===== src/rtl/hazard_scoreboard.sv =====
// Shadow of the EX/MEM/WB destinations for the instruction in ID: drives the
// forwarding-unit destination fields and raises the ID stall request.
module hazard_scoreboard #(
    parameter int STALL_CNT_W = 16
) (
    input  logic                   clk,
    input  logic                   rst,
    input  logic                   forwarding_en,
    input  logic                   freeze,
    input  logic                   flush,
    input  logic                   id_valid,
    input  logic [3:0]             id_src1,
    input  logic [3:0]             id_src2,
    input  logic                   id_two_src,
    input  logic                   id_wb_en,
    input  logic                   id_mem_read,
    input  logic [3:0]             id_dest,
    output logic                   hazard,
    output logic [3:0]             exe_dest,
    output logic [3:0]             mem_dest,
    output logic [3:0]             wb_dest,
    output logic                   exe_wb_en,
    output logic                   mem_wb_en,
    output logic                   wb_wb_en,
    output logic [STALL_CNT_W-1:0] stall_cycles
);

    localparam logic [STALL_CNT_W-1:0] CNT_ONE = {{(STALL_CNT_W-1){1'b0}}, 1'b1};
    localparam logic [STALL_CNT_W-1:0] CNT_MAX = {STALL_CNT_W{1'b1}};

    // Index 0 = EX, 1 = MEM, 2 = WB. Only EX needs the load flag.
    logic [2:0]       valid_q, valid_d;
    logic [2:0]       wb_en_q, wb_en_d;
    logic [3:0]       dest_q [3];
    logic [3:0]       dest_d [3];
    logic             exe_mem_read_q, exe_mem_read_d;
    logic [STALL_CNT_W-1:0] stall_q, stall_d;

    logic [2:0]       match;
    logic [2:0]       live_wb;

    for (genvar gi = 0; gi < 3; gi++) begin : g_match
        assign live_wb[gi] = valid_q[gi] && wb_en_q[gi];
        assign match[gi]   = live_wb[gi] &&
                             ((id_src1 == dest_q[gi]) ||
                              (id_two_src && (id_src2 == dest_q[gi])));
    end

    // W never stalls: the register file writes it in the first half-cycle.
    always_comb begin
        hazard = 1'b0;
        if (id_valid && !flush) begin
            if (forwarding_en) begin
                hazard = match[0] && exe_mem_read_q;
            end else begin
                hazard = match[0] || match[1];
            end
        end
    end

    always_comb begin
        valid_d        = valid_q;
        wb_en_d        = wb_en_q;
        dest_d         = dest_q;
        exe_mem_read_d = exe_mem_read_q;
        stall_d        = stall_q;
        if (!freeze) begin
            valid_d[2]     = valid_q[1];
            wb_en_d[2]     = wb_en_q[1];
            dest_d[2]      = dest_q[1];
            valid_d[1]     = valid_q[0];
            wb_en_d[1]     = wb_en_q[0];
            dest_d[1]      = dest_q[0];
            valid_d[0]     = id_valid && !hazard && !flush;
            wb_en_d[0]     = id_wb_en;
            dest_d[0]      = id_dest;
            exe_mem_read_d = id_mem_read;
            if (hazard && (stall_q != CNT_MAX)) begin
                stall_d = stall_q + CNT_ONE;
            end
        end
    end

    always_ff @(posedge clk) begin
        if (!rst) begin
            valid_q        <= '0;
            wb_en_q        <= '0;
            exe_mem_read_q <= 1'b0;
            stall_q        <= '0;
            for (int i = 0; i < 3; i++) begin
                dest_q[i] <= '0;
            end
        end else begin
            valid_q        <= valid_d;
            wb_en_q        <= wb_en_d;
            exe_mem_read_q <= exe_mem_read_d;
            stall_q        <= stall_d;
            for (int i = 0; i < 3; i++) begin
                dest_q[i] <= dest_d[i];
            end
        end
    end

    assign exe_dest     = dest_q[0];
    assign mem_dest     = dest_q[1];
    assign wb_dest      = dest_q[2];
    assign exe_wb_en    = live_wb[0];
    assign mem_wb_en    = live_wb[1];
    assign wb_wb_en     = live_wb[2];
    assign stall_cycles = stall_q;

endmodule


===== config.mk =====
export PLATFORM = sky130hd
export DESIGN_NAME = hazard_scoreboard
export DESIGN_NICKNAME = d
export VERILOG_FILES = /design/src/rtl/hazard_scoreboard.sv
export SDC_FILE = /design/constraint.sdc
export NUM_CORES = 1
export LEC_CHECK = 0
export BUFFER_PORTS_ARGS = -buffer_cell sky130_fd_sc_hd__buf_2
export CORE_ASPECT_RATIO = 1.4
export CORE_MARGIN = 5
export CORE_UTILIZATION = 47
export CTS_BUF_LIST = sky130_fd_sc_hd__clkbuf_4
export CTS_CLUSTER_DIAMETER = 60
export DETAILED_ROUTE_END_ITERATION = 8
export PLACE_DENSITY = 0.74
export SYNTH_ARGS = -nofsm -noshare
export SYNTH_HDL_FRONTEND = slang
export SYNTH_SLANG_ARGS = --single-unit

===== constraint.sdc =====
create_clock -name clk -period 1.6 [get_ports clk]
set_input_delay 0.16 -clock clk [delete_from_list [all_inputs] [get_ports clk]]
set_output_delay 0.16 -clock clk [all_outputs]
set_load 0.03 [all_outputs]

==> results by group, run 1 <==
Clock network
  • CTS tree: yes
  • CTS root buf: clkbuf_4
  • Worst-path clk slew: 110 ps
  • Hold buffers post-CTS: 0
  • Worst-skew pair later-pin latency: ~340 ps
  • H-Tree Level Count: 2
  • CTS Sinks: 35
  • Max clock buf depth: 2
  • TritonCTS Buffers: 5

Setup path
  • Slowest Stage Delay on Critical Path: about 340 ps
  • Delay-heaviest family, CP: simple AND/OR/NAND/NOR gates
  • Reg-to-reg startpoint: mem_dest[3]$_SDFFE_PN0N_
  • Cell Chain, Critical Path: xor2_1 > nor4_2 > o2bb2ai_2 > buf_4 > o21ai_2 > buf_4 > or3_1 > a21oi_2
  • Crit start category: register
  • Setup crit start: mem_dest[3]$_SDFFE_PN0N_
  • CP Class: reg2reg
  • Critical path peak fanout: 10
  • WP data arrival: roughly 2200 ps
  • Most frequent CP cell: buf_4
  • Slowest cell on crit path: dfxtp_2
  • Required time worst endpoint: between 1500 and 2000 ps
  • CP bufs+invs: 2
  • Setup crit end kind: register

Logic synthesis
  • Mux contribution to synthesized area: 10.67%
  • Synth async-reset ratio: 0%
  • Syn avg cell area: between 8 and 9 µm²
  • Post-synth top flop: dfxtp_1
  • Most frequent cell after synthesis: dfxtp_1
  • Cell Area, Synth: between 1500 and 2000 µm²
  • Sequential share of the synthesized area: approximately 41%
  • Post-synthesis xor/xnor area fraction: 9.333%
  • Post-synthesis instance total: between 150 and 200
  • Synth cell count leaders: dfxtp_1 (35), nor2_1 (23), mux2i_1 (18), xnor2_1 (13), a21oi_1 (12)
  • Number of synthesized flops with an enable pin: 0
  • Synth warnings: 0
  • Simple-gate area share of the yosys netlist: roughly 21%
  • Synth area leaders: dfxtp_1 (41%), mux2i_1 (11%), xnor2_1 (6.7%)
  • Adder-cell share of the synthesized area: less than 1%
  • Top cell type by total area after synthesis: dfxtp_1
  • Count of cell types in the netlist: 36
  • Compound-Gate Fraction of Synth Area: about an eighth
  • Area share of the largest cell type after synthesis: between 40% and 50%
  • Largest family of logic cells by synthesized area: simple AND/OR/NAND/NOR gates
  • Syn Nets: about 210
  • Synthesis-stage register bit count: 35

Placed design
  • Placer Congestion: 0.7723
  • DP HPWL: 3.454 mm
  • DP Worst Slack: -224.0 ps
  • # port buffers: 52
  • DP Cell Count: around 320

Timing
  • RSZ-0062 raised after global routing: yes
  • Tmin final: about 1900 ps
  • Worst-Margin Slew: approximately 370 ps
  • Relative slew slack: about three quarters
  • Final period utilization: 118.6%
  • Setup WS post-layout: -296.8 ps
  • Layout Skew: between 7 and 8 ps
  • F_max: between 500 and 600 MHz
  • Final setup viols: 17
  • Pins Over Slew Limit: 0
  • Final hold vios: 0
  • TNS Setup: -3681 ps

Floorplanning
  • Row count: 25
  • Num ports: 53
  • Initial core utilization: between 40% and 50%
  • Core area: 3441 µm²
  • Die area: 4910 µm²
  • Die Span X: ~61 µm
  • Chip height: between 80 and 90 µm

Flow run
  • MaxCap Viol Count: 0

Finish
  • Layout Nets: 310
  • Layout Area Growth over Synthesis: 47.56%
  • Layout cells sized above 1: around half
  • Fin cells: roughly 330
  • FILL cells: approximately 290
  • Diode count: 0

Min path
  • Min-Delay Path Class: in2reg
  • Hold Path Origin: id_dest[2]

Power
  • VDD IR-drop max: ~0.00066 V
  • Power per standard cell area: between 600 and 700 nW/µm²
  • Power, Total: between 1.5 and 2 mW
  • Leak Pwr: 1.154 nW

Global route
  • M3 GR Usage: between 6 and 7%
  • Met1 global-route usage: about a quarter
  • Met2 usage in global routing: roughly 34%
  • First-pass GRT wire length: about 7.6 mm
  • Maximum number of pins on one net before global-route repair: 20
  • GRT Total Usage: 20.56%
  • Initial antenna violation count: 0
  • GRT Max-Usage Layer: met2
  • Number of global-route vias before repair: around 1700
  • Total global routing overflow: 0

Routing
  • DR pass1 iterations: 4
  • Final ANT Viol Nets: 0
  • DR WL/cell: about 14 µm
  • Routed Wire Length: approximately 4.7 mm
  • Via count: about 1700
  • Initial DRC Count: 73
  • Vias/cell: 5.246
  • Drt drc: 0

Outcome
  • Status: complete, but fails checks
  • Failing checks: negative setup slack
## per-stage QoR
| step | area [µm²] | util [%] | hold slack [ps] |
|---|---|---|---|
| detailed placement | 2344 | 68.11 | 407.9 |
| global route | 2492 | 72.44 | 52.69 |
| global placement | 2344 | 68.11 | 395.7 |
| floorplan | 1760 | - | 276.7 |
| CTS | 2426 | 70.51 | 44.87 |
| finish | 2492 | 72.44 | 58.63 |
## sequential cells by signal, indices dropped and copies added (netlist names)
name and count:
exe_dest 4, stall_cycles 16, mem_dest 4, wb_en_q 3, wb_dest 4, valid_q 3, exe_mem_read_q 1
## cell usage in the layout, fill, tap and decap left out, types with 2 or more instances in the layout
cell | Yosys | final
nor2_2 | 0 | 2
nand2b_1 | 2 | 2
dfxtp_4 | 0 | 8
o21ai_0 | 7 | 6
o21ai_1 | 4 | 5
nand4_1 | 4 | 4
buf_2 | 1 | 51
a21oi_1 | 12 | 10
dfxtp_2 | 0 | 11
and2_1 | 5 | 4
nor3_1 | 3 | 3
inv_1 | 5 | 5
o31ai_1 | 3 | 3
clkbuf_4 | 0 | 6
buf_4 | 2 | 45
buf_6 | 0 | 2
nor2_1 | 23 | 21
o211ai_1 | 2 | 2
nand2_1 | 6 | 6
a21oi_2 | 0 | 2
nand3_1 | 10 | 10
xnor2_1 | 13 | 11
dfxtp_1 | 35 | 16
o21a_1 | 2 | 2
mux2i_1 | 18 | 18
xor2_1 | 5 | 4
o2111ai_1 | 2 | 2
or3_1 | 9 | 9
xnor2_2 | 0 | 2
## power by group
part	switching [mW]	internal, mW
clock network	0.305	0.182
registers	0.0162	0.878
logic	0.115	0.103
## final cells by class
class	instances	area (µm²)	area share (%)
clock inverter	2	8.758	0.3514
multi-input combinational	143	1010	40.51
timing repair buffer	98	615.6	24.70
inverter	5	18.77	0.7530
sequential	35	744.5	29.87
tap	40	50.05	2.008
clock buffer	6	45.04	1.807
## timing repair
item / in CTS / in global routing
setup endpoints to repair: 17 / 17
setup buffers: 3 / 1
gates resized for setup: 2 / 11
pin swaps: 8 / 4
## per-layer routing
layer	wire, µm	vias up	share of wire, %
li1	-	867	-
met1	1889	797	40
met2	2395	56	51
met3	318	6	6.8
met4	67	0	1.4
met5	0	-	0
## path summary, 6_finish.rpt
path,to,slack [ps],cells past startpoint
worst max-delay path,stall_cycles[5]$_SDFFE_PN0P_,-300,8
worst min-delay path,exe_dest[2]$_SDFFE_PN0N_,60,3
worst max register to register,stall_cycles[5]$_SDFFE_PN0P_,-300,8
worst min register to register,stall_cycles[7]$_SDFFE_PN0P_,500,2
## logic make-up after synthesis
logic type | count (synthesis)
buf+inv | 12
flops | 35
fa+ha+maj | 1
xor+xnor | 18
simple gates | 70
compound gates | 36
mux | 18
## worst register-to-register path, stage by stage (launching register included)
cell,delay (ps)
dfxtp_2,340
xor2_1,170
nor4_2,310
o2bb2ai_2,150
buf_4,150
o21ai_2,90
buf_4,180
or3_1,340
a21oi_2,120
(Power assumes the default switching activity.)
==> run 2, diff against run 1 <==
ABC_AREA = 1   (was not set)
CORE_UTILIZATION = 49   (was 47)
PLACE_DENSITY = 0.75   (was 0.74)
==> run 2 against run 1 <==
Net effect:
- the flow still finishes with violations (negative setup slack)
- utilization is 6.0 points lower
- fmax is 8.3% higher
- routed wire length rose by 6.3%
- clock-buffer cell count down 1
- sequential share of layout area down 1.9 points
- die area up 9.7%
- critical endpoint is now hazard
==> results by group, run 2 <==
Setup path
  • WP data arrival: 1590 ps (-590 ps)
  • Slowest Stage Delay on Critical Path: 350 ps (about the same)
  • Critical path peak fanout: 3 (-7)
  • CP Class: reg2out
  • Setup crit end kind: output port
  • Levels on crit path: 11 (+3)
  • Cell Chain, Critical Path: buf_4 > nand2_1 > nand2_1 > nor2_2 > nand2_1 > nand2_1 > nand2_1 > nand2_2 > inv_2 > nor3_4 > buf_6
  • Setup crit start: exe_dest[1]$_SDFFE_PN0N_
  • RR Endpoint: stall_cycles[14]$_SDFFE_PN0P_
  • Most frequent CP cell: nand2_1
  • Crit start category: register
  • CP bufs+invs: 3 (+1)
  • Slowest cell on crit path: dfxtp_2
  • Required time worst endpoint: 1440 ps (-440 ps)
  • Worst reg-to-reg path cell count: 9 (+1)
  • Delay-heaviest family, CP: simple AND/OR/NAND/NOR gates
  • Reg-to-reg startpoint: stall_cycles[0]$_SDFFE_PN0P_
  • Critical Path End: hazard
  • Reg2reg setup slack: 10 ps (+310 ps)

Floorplanning
  • Die area: 5384 µm² (+9.7%)
  • Die Span X: 63.46 µm (+4.6%)
  • Core area: 3919 µm² (+14%)
  • Initial core utilization: 50.03% (+0.94 points)
  • Num ports: 53 (unchanged)
  • Chip height: 84.85 µm (+4.8%)
  • Row count: 27 (+8.0%)

Finish
  • Most frequent cells in the layout: nand2_1 (59), buf_2 (51), nor2_1 (31)
  • Most common cell after layout, fill and taps aside: nand2_1
  • Layout Nets: 374 (+21%)
  • Layout Area Growth over Synthesis: 32.87%
  • Layout cells sized above 1: 41.64% (-6.5 points)
  • Final Core Density: 66.48% (-6.0 points)
  • Post-route cell area: 2605 µm² (+4.5%)
  • Diode count: 0 (unchanged)
  • Max reg flops: 16 (unchanged)

Logic synthesis
  • Post-synth top flop: dfxtp_1
  • Synth warnings: 0 (unchanged)
  • Top cell type by total area after synthesis: dfxtp_1
  • Most frequent cell after synthesis: nand2_1
  • Syn avg cell area: 6.953 µm² (-22%)
  • Synthesis-stage register bit count: 35 (unchanged)
  • Synth async-reset ratio: 0% (unchanged)
  • Count of cell types in the netlist: 23 (-36%)
  • Sequential share of the synthesized area: 35.74% (-5.7 points)
  • Cell Area, Synth: 1961 µm² (+16%)
  • Post-synthesis instance total: 282 (+48%)
  • Syn Nets: 304 (+43%)
  • Number of synthesized flops with an enable pin: 0 (unchanged)
  • Synth cell count leaders: nand2_1 (62), dfxtp_1 (35), nor2_1 (35), inv_1 (27), nand3_1 (23)
  • Synth area leaders: dfxtp_1 (36%), nand2_1 (12%), nor2_1 (6.7%)
  • Area share of the largest cell type after synthesis: 35.74% (-5.7 points)

Min path
  • Hold Path Origin: id_wb_en
  • Hold Crit Depth: 3 (unchanged)
  • Min-Delay Path Class: in2reg

Power
  • Gate power share: 16.0% (+2.4 points)
  • Power per standard cell area: 640.1 nW/µm² (-0.27%)
  • VDD IR-drop max: 0.0005302 V (-20%)
  • Sw Share: 30.51% (+3.2 points)
  • Internal power: 1.159 mW (-0.35%)
  • Register share of total power: 55.5% (-0.4 points)
  • Psw: 0.5088 mW (+16%)
  • Leak Pwr: 1.187 nW (+2.9%)
  • Clock network fraction of design power: 28.6% (-1.9 points)

Timing
  • Tmin final: 1752 ps (-144.6 ps)
  • RSZ-0062 raised after global routing: yes
  • Layout Skew: 16.70 ps (+9.031 ps)
  • Setup WS post-layout: -152.2 ps (+144.6 ps)
  • Final period utilization: 109.5% (-9.0 points)
  • Final hold vios: 0 (unchanged)
  • F_max: 570.7 MHz (+8.3%)
  • Pins Over Slew Limit: 0 (unchanged)
  • Worst-Margin Slew: 411.7 ps (+38.68 ps)
  • Relative slew slack: 72.52% (-2.5 points)
  • Final setup viols: 1 (-16)

Clock network
  • TritonCTS Buffers: 5 (unchanged)
  • Worst-skew pair later-pin latency: 350 ps (about the same)
  • CTS tree: yes
  • H-Tree Level Count: 2 (unchanged)
  • CTS Sinks: 35 (unchanged)
  • CTS root buf: clkbuf_4
  • Worst-path clk slew: 110 ps (about the same)
  • Max clock buf depth: 2 (unchanged)

Global route
  • GRT Total Usage: 18.60% (-2.0 points)
  • Maximum number of pins on one net before global-route repair: 25 (+25%)
  • GRT Max-Usage Layer: met2
  • Met2 usage in global routing: 33.18% (-1.2 points)
  • Met1 global-route usage: 20.11% (-3.5 points)
  • Number of global-route vias before repair: 1895 (+8.7%)
  • Initial antenna violation count: 0 (unchanged)
  • Total global routing overflow: 0 (unchanged)
  • First-pass GRT wire length: 8.142 mm (+6.9%)
  • M3 GR Usage: 5.960% (-0.081 points)

Routing
  • Initial DRC Count: 114 (+56%)
  • DR WL/cell: 12.53 µm (-12%)
  • Final ANT Viol Nets: 0 (unchanged)
  • Via count: 2013 (+17%)
  • DR pass1 iterations: 4 (unchanged)
  • Routed Wire Length: 4.963 mm (+6.3%)
  • Vias/cell: 5.083 (-3.1%)
  • Drt drc: 0 (unchanged)

Flow run
  • MaxCap Viol Count: 0 (unchanged)

Placed design
  • DP HPWL: 3.670 mm (+6.2%)
  • # port buffers: 52 (unchanged)
  • DP Worst Slack: -15.35 ps (+208.7 ps)
  • Placed cell area: 2385 µm² (+1.8%)
  • Placer Congestion: 0.9605 (+24%)

Outcome
  • Failing checks: negative setup slack
  • Status: complete, but fails checks
-- run 2: changes by cell type after synthesis, moves of 6 or more --
cell     before  now
a21oi_1      12   19
a21oi_2       0   10
inv_1         5   27
mux2i_1      18    0
nand2_1       6   62
nand2_2       0   10
nand3_1      10   23
nor2_1       23   35
o21ai_0       7   20
or3_1         9    0
xnor2_1      13    7
xor2_1        5   11
-- run 2: final cells by class --
| cell class | instances | area, µm² |
|---|---|---|
| clock buffers | 5 | 37.54 |
| clock inverters | 3 | 15.01 |
| fillers | 369 | 1314 |
| inverters | 27 | 101.3 |
| multi-input cells | 211 | 1229 |
| flip-flops and latches | 35 | 729.5 |
| well taps | 43 | 53.80 |
| repair buffers | 72 | 439.2 |
-- run 2: tightest hold or removal path: stages --
cell and delay [ps]:
buf_2 70, o21ai_0 60, nor2_1 80
-- run 2: power by group through the flow --
stage / logic, mW / clock network (mW) / registers [mW]
floorplan: 0.121 / 0 / 0.982
global placement: 0.246 / 0 / 0.945
detailed placement: 0.248 / 0 / 0.945
CTS: 0.253 / 0.493 / 0.926
global route: 0.295 / 0.541 / 0.930
finish: 0.266 / 0.476 / 0.925
-- run 2: worst min path at each step --
stage,end,slack [ps]
2_1_floorplan,wb_en_q[0]$_SDFFE_PN0N_,310
3_3_place_gp,wb_en_q[0]$_SDFFE_PN0N_,400
3_5_place_dp,wb_en_q[0]$_SDFFE_PN0N_,420
4_1_cts,wb_en_q[0]$_SDFFE_PN0N_,50
6_report,wb_en_q[0]$_SDFFE_PN0N_,50
5_1_grt,exe_mem_read_q$_SDFFE_PN0N_,60
-- run 2: kinds of logic after synthesis --
logic type | share of synthesized area [%]
AO/OA/AOI/OAI | 15.38
XOR/XNOR | 8.041
adder cells (fa/ha/maj) | 0.6381
buffers and inverters | 8.105
flip-flops | 35.74
AND/OR/NAND/NOR | 32.10
-- run 2: layer usage --
metal  vias to the layer above  part of all wire, %
met1                       905                   41
met2                        57                   50
met3                        11                  6.7
li1                       1040                    -
met4                         0                  2.2
met5                         -                    0
-- run 2: metrics by stage --
| step | power, mW | hold slack (ps) | setup TNS, ps | instances |
|---|---|---|---|---|
| floorplan | 1.102 | 311.6 | -6.714 | 282 |
| global placement | 1.191 | 402.7 | 0 | 384 |
| detailed placement | 1.193 | 415.8 | -15.35 | 384 |
| CTS | 1.673 | 47.27 | -141.0 | 393 |
| global route | 1.765 | 61.04 | -741.1 | 396 |
| finish | 1.668 | 51.46 | -152.2 | 396 |
-- run 2: repair_timing --
item                       4_1_cts  5_1_grt
setup buffers                    1        3
setup endpoints to repair        3       17
pin swaps                        4       21
hold buffers                     0        0
resized for setup               12       28
